<file path="src/rtl/multiplicador_secuencial_if.sv">
// multiplicador_secuencial_if: request/response bundle of the multiplier.
// master drives iniciar/con_signo/operands; slave drives producto/terminado/ocupado.
interface multiplicador_secuencial_if #(
    parameter int ANCHO = 16
);
    logic               iniciar;
    logic               con_signo;
    logic [ANCHO-1:0]   operando_a;
    logic [ANCHO-1:0]   operando_b;
    logic [2*ANCHO-1:0] producto;
    logic               terminado;
    logic               ocupado;

    modport master (
        output iniciar,
        output con_signo,
        output operando_a,
        output operando_b,
        input  producto,
        input  terminado,
        input  ocupado
    );

    modport slave (
        input  iniciar,
        input  con_signo,
        input  operando_a,
        input  operando_b,
        output producto,
        output terminado,
        output ocupado
    );
endinterface

</file>
<file path="src/rtl/multiplicador_secuencial.sv">
// multiplicador_secuencial: shift-add ANCHO x ANCHO multiplier, signed or unsigned per request.
// Ports: clk, rst (async, active-high), bus (slave modport: iniciar, con_signo,
// operando_a, operando_b -> producto, terminado, ocupado).
// Optional MULT_FIN_TEMPRANO_EN: leave CALC as soon as the remaining multiplier bits are zero.
module multiplicador_secuencial #(
    parameter int ANCHO = 16
) (
    input  logic                          clk,
    input  logic                          rst,
    multiplicador_secuencial_if.slave     bus
);
    localparam int AP = 2 * ANCHO;
    localparam int CW = (ANCHO > 2) ? $clog2(ANCHO) : 1;

    typedef enum logic [1:0] {
        REPOSO = 2'd0,
        CALC   = 2'd1,
        FIN    = 2'd2
    } estado_t;

    estado_t          r_estado;
    estado_t          w_estado_sig;
    logic [ANCHO-1:0] r_mcand;
    logic [ANCHO-1:0] w_mcand_sig;
    logic [ANCHO-1:0] r_mult;
    logic [ANCHO-1:0] w_mult_sig;
    logic [AP-1:0]    r_acc;
    logic [AP-1:0]    w_acc_sig;
    logic [AP-1:0]    r_producto;
    logic [AP-1:0]    w_producto_sig;
    logic [CW-1:0]    r_cnt;
    logic [CW-1:0]    w_cnt_sig;
    logic             r_neg;
    logic             w_neg_sig;
    logic             r_terminado;
    logic             w_terminado_sig;

    logic             w_a_neg;
    logic             w_b_neg;
    logic [ANCHO-1:0] w_mag_a;
    logic [ANCHO-1:0] w_mag_b;
    logic [AP-1:0]    w_sumando;
    logic [ANCHO-1:0] w_mult_desp;
    logic             w_ultima;
    logic             w_fin_calc;

    // Magnitudes; -2^(ANCHO-1) negates to itself, which read unsigned is correct.
    assign w_a_neg = bus.con_signo & bus.operando_a[ANCHO-1];
    assign w_b_neg = bus.con_signo & bus.operando_b[ANCHO-1];
    assign w_mag_a = w_a_neg ? (~bus.operando_a + ANCHO'(1)) : bus.operando_a;
    assign w_mag_b = w_b_neg ? (~bus.operando_b + ANCHO'(1)) : bus.operando_b;

    assign w_sumando   = {{ANCHO{1'b0}}, r_mcand} << r_cnt;
    assign w_mult_desp = r_mult >> 1;
    assign w_ultima    = (r_cnt == CW'(ANCHO - 1));

`ifdef MULT_FIN_TEMPRANO_EN
    // Nothing left to add once the shifted multiplier is zero.
    assign w_fin_calc = w_ultima | (w_mult_desp == '0);
`else
    assign w_fin_calc = w_ultima;
`endif

    always_comb begin
        w_estado_sig    = r_estado;
        w_mcand_sig     = r_mcand;
        w_mult_sig      = r_mult;
        w_acc_sig       = r_acc;
        w_cnt_sig       = r_cnt;
        w_neg_sig       = r_neg;
        w_producto_sig  = r_producto;
        w_terminado_sig = 1'b0;
        unique case (r_estado)
            REPOSO: begin
                if (bus.iniciar) begin
                    w_mcand_sig  = w_mag_a;
                    w_mult_sig   = w_mag_b;
                    w_neg_sig    = w_a_neg ^ w_b_neg;
                    w_acc_sig    = '0;
                    w_cnt_sig    = '0;
                    w_estado_sig = CALC;
                end
            end
            CALC: begin
                if (r_mult[0]) begin
                    w_acc_sig = r_acc + w_sumando;
                end
                w_mult_sig = w_mult_desp;
                w_cnt_sig  = r_cnt + CW'(1);
                if (w_fin_calc) begin
                    w_estado_sig = FIN;
                end
            end
            FIN: begin
                w_producto_sig  = r_neg ? (~r_acc + AP'(1)) : r_acc;
                w_terminado_sig = 1'b1;
                w_estado_sig    = REPOSO;
            end
            default: begin
                w_estado_sig = REPOSO;
            end
        endcase
    end

    always_ff @(posedge clk or posedge rst) begin
        if (rst) begin
            r_estado    <= REPOSO;
            r_mcand     <= '0;
            r_mult      <= '0;
            r_acc       <= '0;
            r_cnt       <= '0;
            r_neg       <= 1'b0;
            r_producto  <= '0;
            r_terminado <= 1'b0;
        end else begin
            r_estado    <= w_estado_sig;
            r_mcand     <= w_mcand_sig;
            r_mult      <= w_mult_sig;
            r_acc       <= w_acc_sig;
            r_cnt       <= w_cnt_sig;
            r_neg       <= w_neg_sig;
            r_producto  <= w_producto_sig;
            r_terminado <= w_terminado_sig;
        end
    end

    assign bus.producto  = r_producto;
    assign bus.terminado = r_terminado;
    assign bus.ocupado   = (r_estado != REPOSO);

endmodule

</file>
<file path="src/flat_wrapper.sv">
// flat-port wrapper written by rule: the top's interface ports become plain ports
module multiplicador_secuencial_flat 
#(
    parameter int ANCHO = 16
)
  (clk, rst, bus_iniciar, bus_con_signo, bus_operando_a, bus_operando_b, bus_producto, bus_terminado, bus_ocupado);
  multiplicador_secuencial_if #(.ANCHO(ANCHO)) bus_i ();
  input  logic clk;
  input  logic rst;
  input wire logic [$bits(bus_i.iniciar)-1:0] bus_iniciar;
  input wire logic [$bits(bus_i.con_signo)-1:0] bus_con_signo;
  input wire logic [$bits(bus_i.operando_a)-1:0] bus_operando_a;
  input wire logic [$bits(bus_i.operando_b)-1:0] bus_operando_b;
  output wire logic [$bits(bus_i.producto)-1:0] bus_producto;
  output wire logic [$bits(bus_i.terminado)-1:0] bus_terminado;
  output wire logic [$bits(bus_i.ocupado)-1:0] bus_ocupado;
  assign bus_i.iniciar = bus_iniciar;
  assign bus_i.con_signo = bus_con_signo;
  assign bus_i.operando_a = bus_operando_a;
  assign bus_i.operando_b = bus_operando_b;
  assign bus_producto = bus_i.producto;
  assign bus_terminado = bus_i.terminado;
  assign bus_ocupado = bus_i.ocupado;
  multiplicador_secuencial #(.ANCHO(ANCHO)) u_core (.clk(clk), .rst(rst), .bus(bus_i));
endmodule
</file>
<file path="config.mk">
export PLATFORM = sky130hd
export DESIGN_NAME = multiplicador_secuencial_flat
export DESIGN_NICKNAME = d
export VERILOG_FILES = /design/src/rtl/multiplicador_secuencial_if.sv /design/src/rtl/multiplicador_secuencial.sv /design/src/flat_wrapper.sv
export SDC_FILE = /design/constraint.sdc
export NUM_CORES = 1
export LEC_CHECK = 0
export CAP_MARGIN = 30
export CORE_MARGIN = 2
export CORE_UTILIZATION = 59
export DETAILED_ROUTE_END_ITERATION = 10
export HOLD_SLACK_MARGIN = 0.1
export PLACE_DENSITY = 0.89
export SLEW_MARGIN = 20
export SYNTH_ARGS = -nofsm -noshare
export SYNTH_HDL_FRONTEND = slang
export SYNTH_SLANG_ARGS = --single-unit
</file>
<file path="constraint.sdc">
create_clock -name clk -period 5 [get_ports clk]
set_input_delay 1 -clock clk [delete_from_list [all_inputs] [get_ports clk]]
set_output_delay 1 -clock clk [all_outputs]
set_load 0.02 [all_outputs]
</file>
==> results.toml <==
[pwr]
swShare_pct = 48.7
power_switching_mw = 2.95
seqPwrFrac_pct = 26.4
power-per-cell-area_nw_per_um2 = 690
leakage_nw = 3.77
clockPowerShare_pct = 11.6
ir_drop_mv = 0.375
finalPower_mw = 6.05
internal_power_mw = 3.10
power_frac_comb_pct = 62.0

[placement]
dp_slack_ps = 934
numPortBuffers = 69
gp_congestion = 1.03
hpwlAfterDp_um = 13200

[clock_tree]
clockRootBuffer = "clkbuf_16"
htreeDepth = 3
clockBufferDepth = 2
cts_setup_buffers = 0
holdBufCountCts = 0
clk_pin_slew_ps = 60
clk_latency_ps = 360
cts_sinks = 104
cts_made_buffers = 9
tritoncts = "yes"
cts_resized = 0

[min_path]
hold_depth = 2
hp-start = "u_core.bus.producto[17]"
hp-class = "reg2reg"

[yosys]
synth_warnings = 0
synthMuxAreaShare_pct = 5.00
synth_adder_area_share_pct = 5.96
synth.distinct_cells = 71
synth_compound_area_share_pct = 23.6
synth-simple-area-share_pct = 18.3
synth_edf_count = 0
syn_inst = 923
synth_xor_area_share_pct = 9.24
netlist_area_um2 = 7680
synth_seq_cells = 104
synth_top_family_by_area = "compound AO/OA/AOI/OAI gates"
yosysSeqAreaShare_pct = 33.9
synthFlopType = "dfrtp_1"
synthArstFlopShare_pct = 100
syn_nets = 995
postSynthAreaPerCell_um2 = 8.32

[finish]
fillers = 1001
final_net_count = 1027
layout-drive-gt1-share_pct = 6.78
syn2layout_area_growth_pct = 14.2
diodes = 0

[drt]
dr.pass1.iters = 6
routed_wl_um = 17700
antenna_left = 0
drtIter0Drc = 474
vias_per_cell = 6.06
drc = 0
vias = 6859
wl_per_cell_um = 15.7

[sta]
hold_violations = 0
fin_crit_sh_pct = 82.7
drv_slew = 0
finalSetupViolCount = 0
worst_slack_ps = 863
skew_ps = 13.0
rsz0062_at_grt = "false"
max_freq_ghz = 0.242
tightestPinTransition_ps = 911
whs_ps = 482
slew_headroom_pct = 39.3
fin_crit_ps = 4140
timing.setup.tns_ps = 0

[setup_path]
r2r-start = "u_core.r_cnt[0]"
r2r_slack_ps = 860
cp-start-kind = "flop"
critical_path.endpoint = "u_core.r_acc[24]"
critPathLaunch = "u_core.r_cnt[0]"
reg2reg_to = "u_core.r_acc[24]"
r2r_cells = 13
crit_fanout = 26
crit_arrival_ps = 4370
worstPathRequired_ps = 5240
cp-end-kind = "flop"
path_class = "reg2reg"

[global_route]
grt_overflow = 0
antenna_found_initial = 0
grt_pass1_vias = 6251
grt_use_total_pct = 25.5
grt_pass1_wl_um = 29700
grt_max_degree = 74

[floorplanning]
die_x_um = 118
num_io_pins = 70
coreArea_um2 = 12700
start_util_pct = 60.6
dieArea_um2 = 13900
die_h_um = 118
rows = 41

[status]
status = "complete, no violations"

[job]
drv_cap = 0
cells in the final DEF (no fill, tap or decap), drive strengths merged, types with 8 or more instances in the layout:
master,instances
a21o,8
a21oi,59
a22oi,14
and2,8
buf,10
clkbuf,10
clkdlybuf4s50,69
dfrtp,104
ha,35
inv,20
mux2,9
mux2i,17
nand2,145
nand2b,12
nand3,16
nand4,13
nor2,53
nor2b,8
nor3,15
o21ai,141
o31ai,22
xnor2,20
xor2,61
metal layers:
layer	track usage, %	wire (um)	vias to the layer above
met2	42.2	8470	270
met1	34.8	7700	3194
met3	4.02	1210	31
li1	-	-	3364
met5	0	0	-
met4	7.00	334	0
critical path, cell delays in order, from the launching register on:
cell and delay, ps:
dfrtp_1 910, inv_1 300, a211oi_1 260, a21oi_1 110, mux2_2 310, nand2b_1 80
o21ai_0 140, ha_1 390, a21oi_1 290, a21bo_1 280, a21oi_4 200, nor4_1 100
or4_1 400, a32o_1 260
power groups by stage:
stage,clock [mW],combinational [mW],sequential (mW)
global route,0.729,4.15,1.66
global placement,0,3.46,1.61
CTS,0.699,3.61,1.63
detailed placement,0,3.58,1.64
floorplan,0,2.90,1.48
finish,0.703,3.75,1.59
sequential cells by signal (all words and copies together), names as in the netlist:
name                  count
u_core.r_acc             32
u_core.r_estado           2
u_core.bus.producto      32
u_core.r_mcand           16
u_core.bus.terminado      1
u_core.r_mult            16
u_core.r_cnt              4
u_core.r_neg              1
cell usage after synthesis, drive strengths merged (2+ instances only):
cell type | count | area (um^2)
dfrtp | 104 | 2600
nand2b | 12 | 90.1
a221o | 2 | 20.0
ha | 35 | 438
inv | 19 | 71.3
a211oi | 6 | 50.1
mux2i | 17 | 170
or2 | 6 | 40.0
o211ai | 4 | 30.0
and4 | 2 | 17.5
clkbuf | 50 | 188
nor3 | 15 | 80.1
or4 | 7 | 56.3
o21bai | 4 | 30.0
mux4 | 5 | 113
a21oi | 59 | 322
o31ai | 22 | 184
xor2 | 61 | 534
and3 | 6 | 37.5
a31oi | 6 | 52.6
and2 | 8 | 51.3
o21ai | 141 | 709
a21o | 8 | 60.1
a22oi | 14 | 105
nor4 | 3 | 25.0
nand2 | 145 | 544
nand4 | 13 | 81.3
o41ai | 6 | 67.6
o22ai | 3 | 18.8
a211o | 2 | 17.5
buf | 8 | 43.8
or3 | 5 | 36.3
a22o | 2 | 17.5
nand3 | 16 | 80.1
xnor2 | 20 | 175
nor2b | 8 | 50.1
nand3b | 2 | 15.0
o21a | 4 | 30.0
nor2 | 53 | 201
mux2 | 9 | 101
final cells by class:
type                            count  area (um^2)  area share, %
Timing Repair Buffer               79          813           9.28
Tap cell                          172          215           2.45
Clock inverter                      5         56.3          0.642
Clock buffer                       10          229           2.61
Sequential cell                   104         2600           29.7
Inverter                           19         73.8          0.842
Multi-Input combinational cell    742         4780           54.5
cells by family after synthesis:
| kind of cell | count (synthesis) |
|---|---|
| and+or+nand+nor | 301 |
| AOI/OAI and AO/OA | 293 |
| DFF | 104 |
| xor gates and xnor gates | 81 |
| buffers and inverters | 77 |
| adders and majority gates | 36 |
| muxes | 31 |
how the worst min path moves through the flow:
stage | end
final | u_core.bus.producto[17]
after global routing | u_core.bus.producto[17]
after CTS | u_core.bus.producto[13]
after detailed placement | u_core.bus.producto[4]
after global placement | u_core.bus.producto[4]
after floorplan | u_core.r_mcand[12]
metrics by stage:
step	std cells	cell area (um^2)	util (%)
floorplan	923	7680	-
global placement	1110	8390	66.2
finish	1131	8770	69.2
global route	1131	8770	69.2
detailed placement	1110	8390	66.2
CTS	1125	8670	68.5
Power figures use the tool's default switching activity.
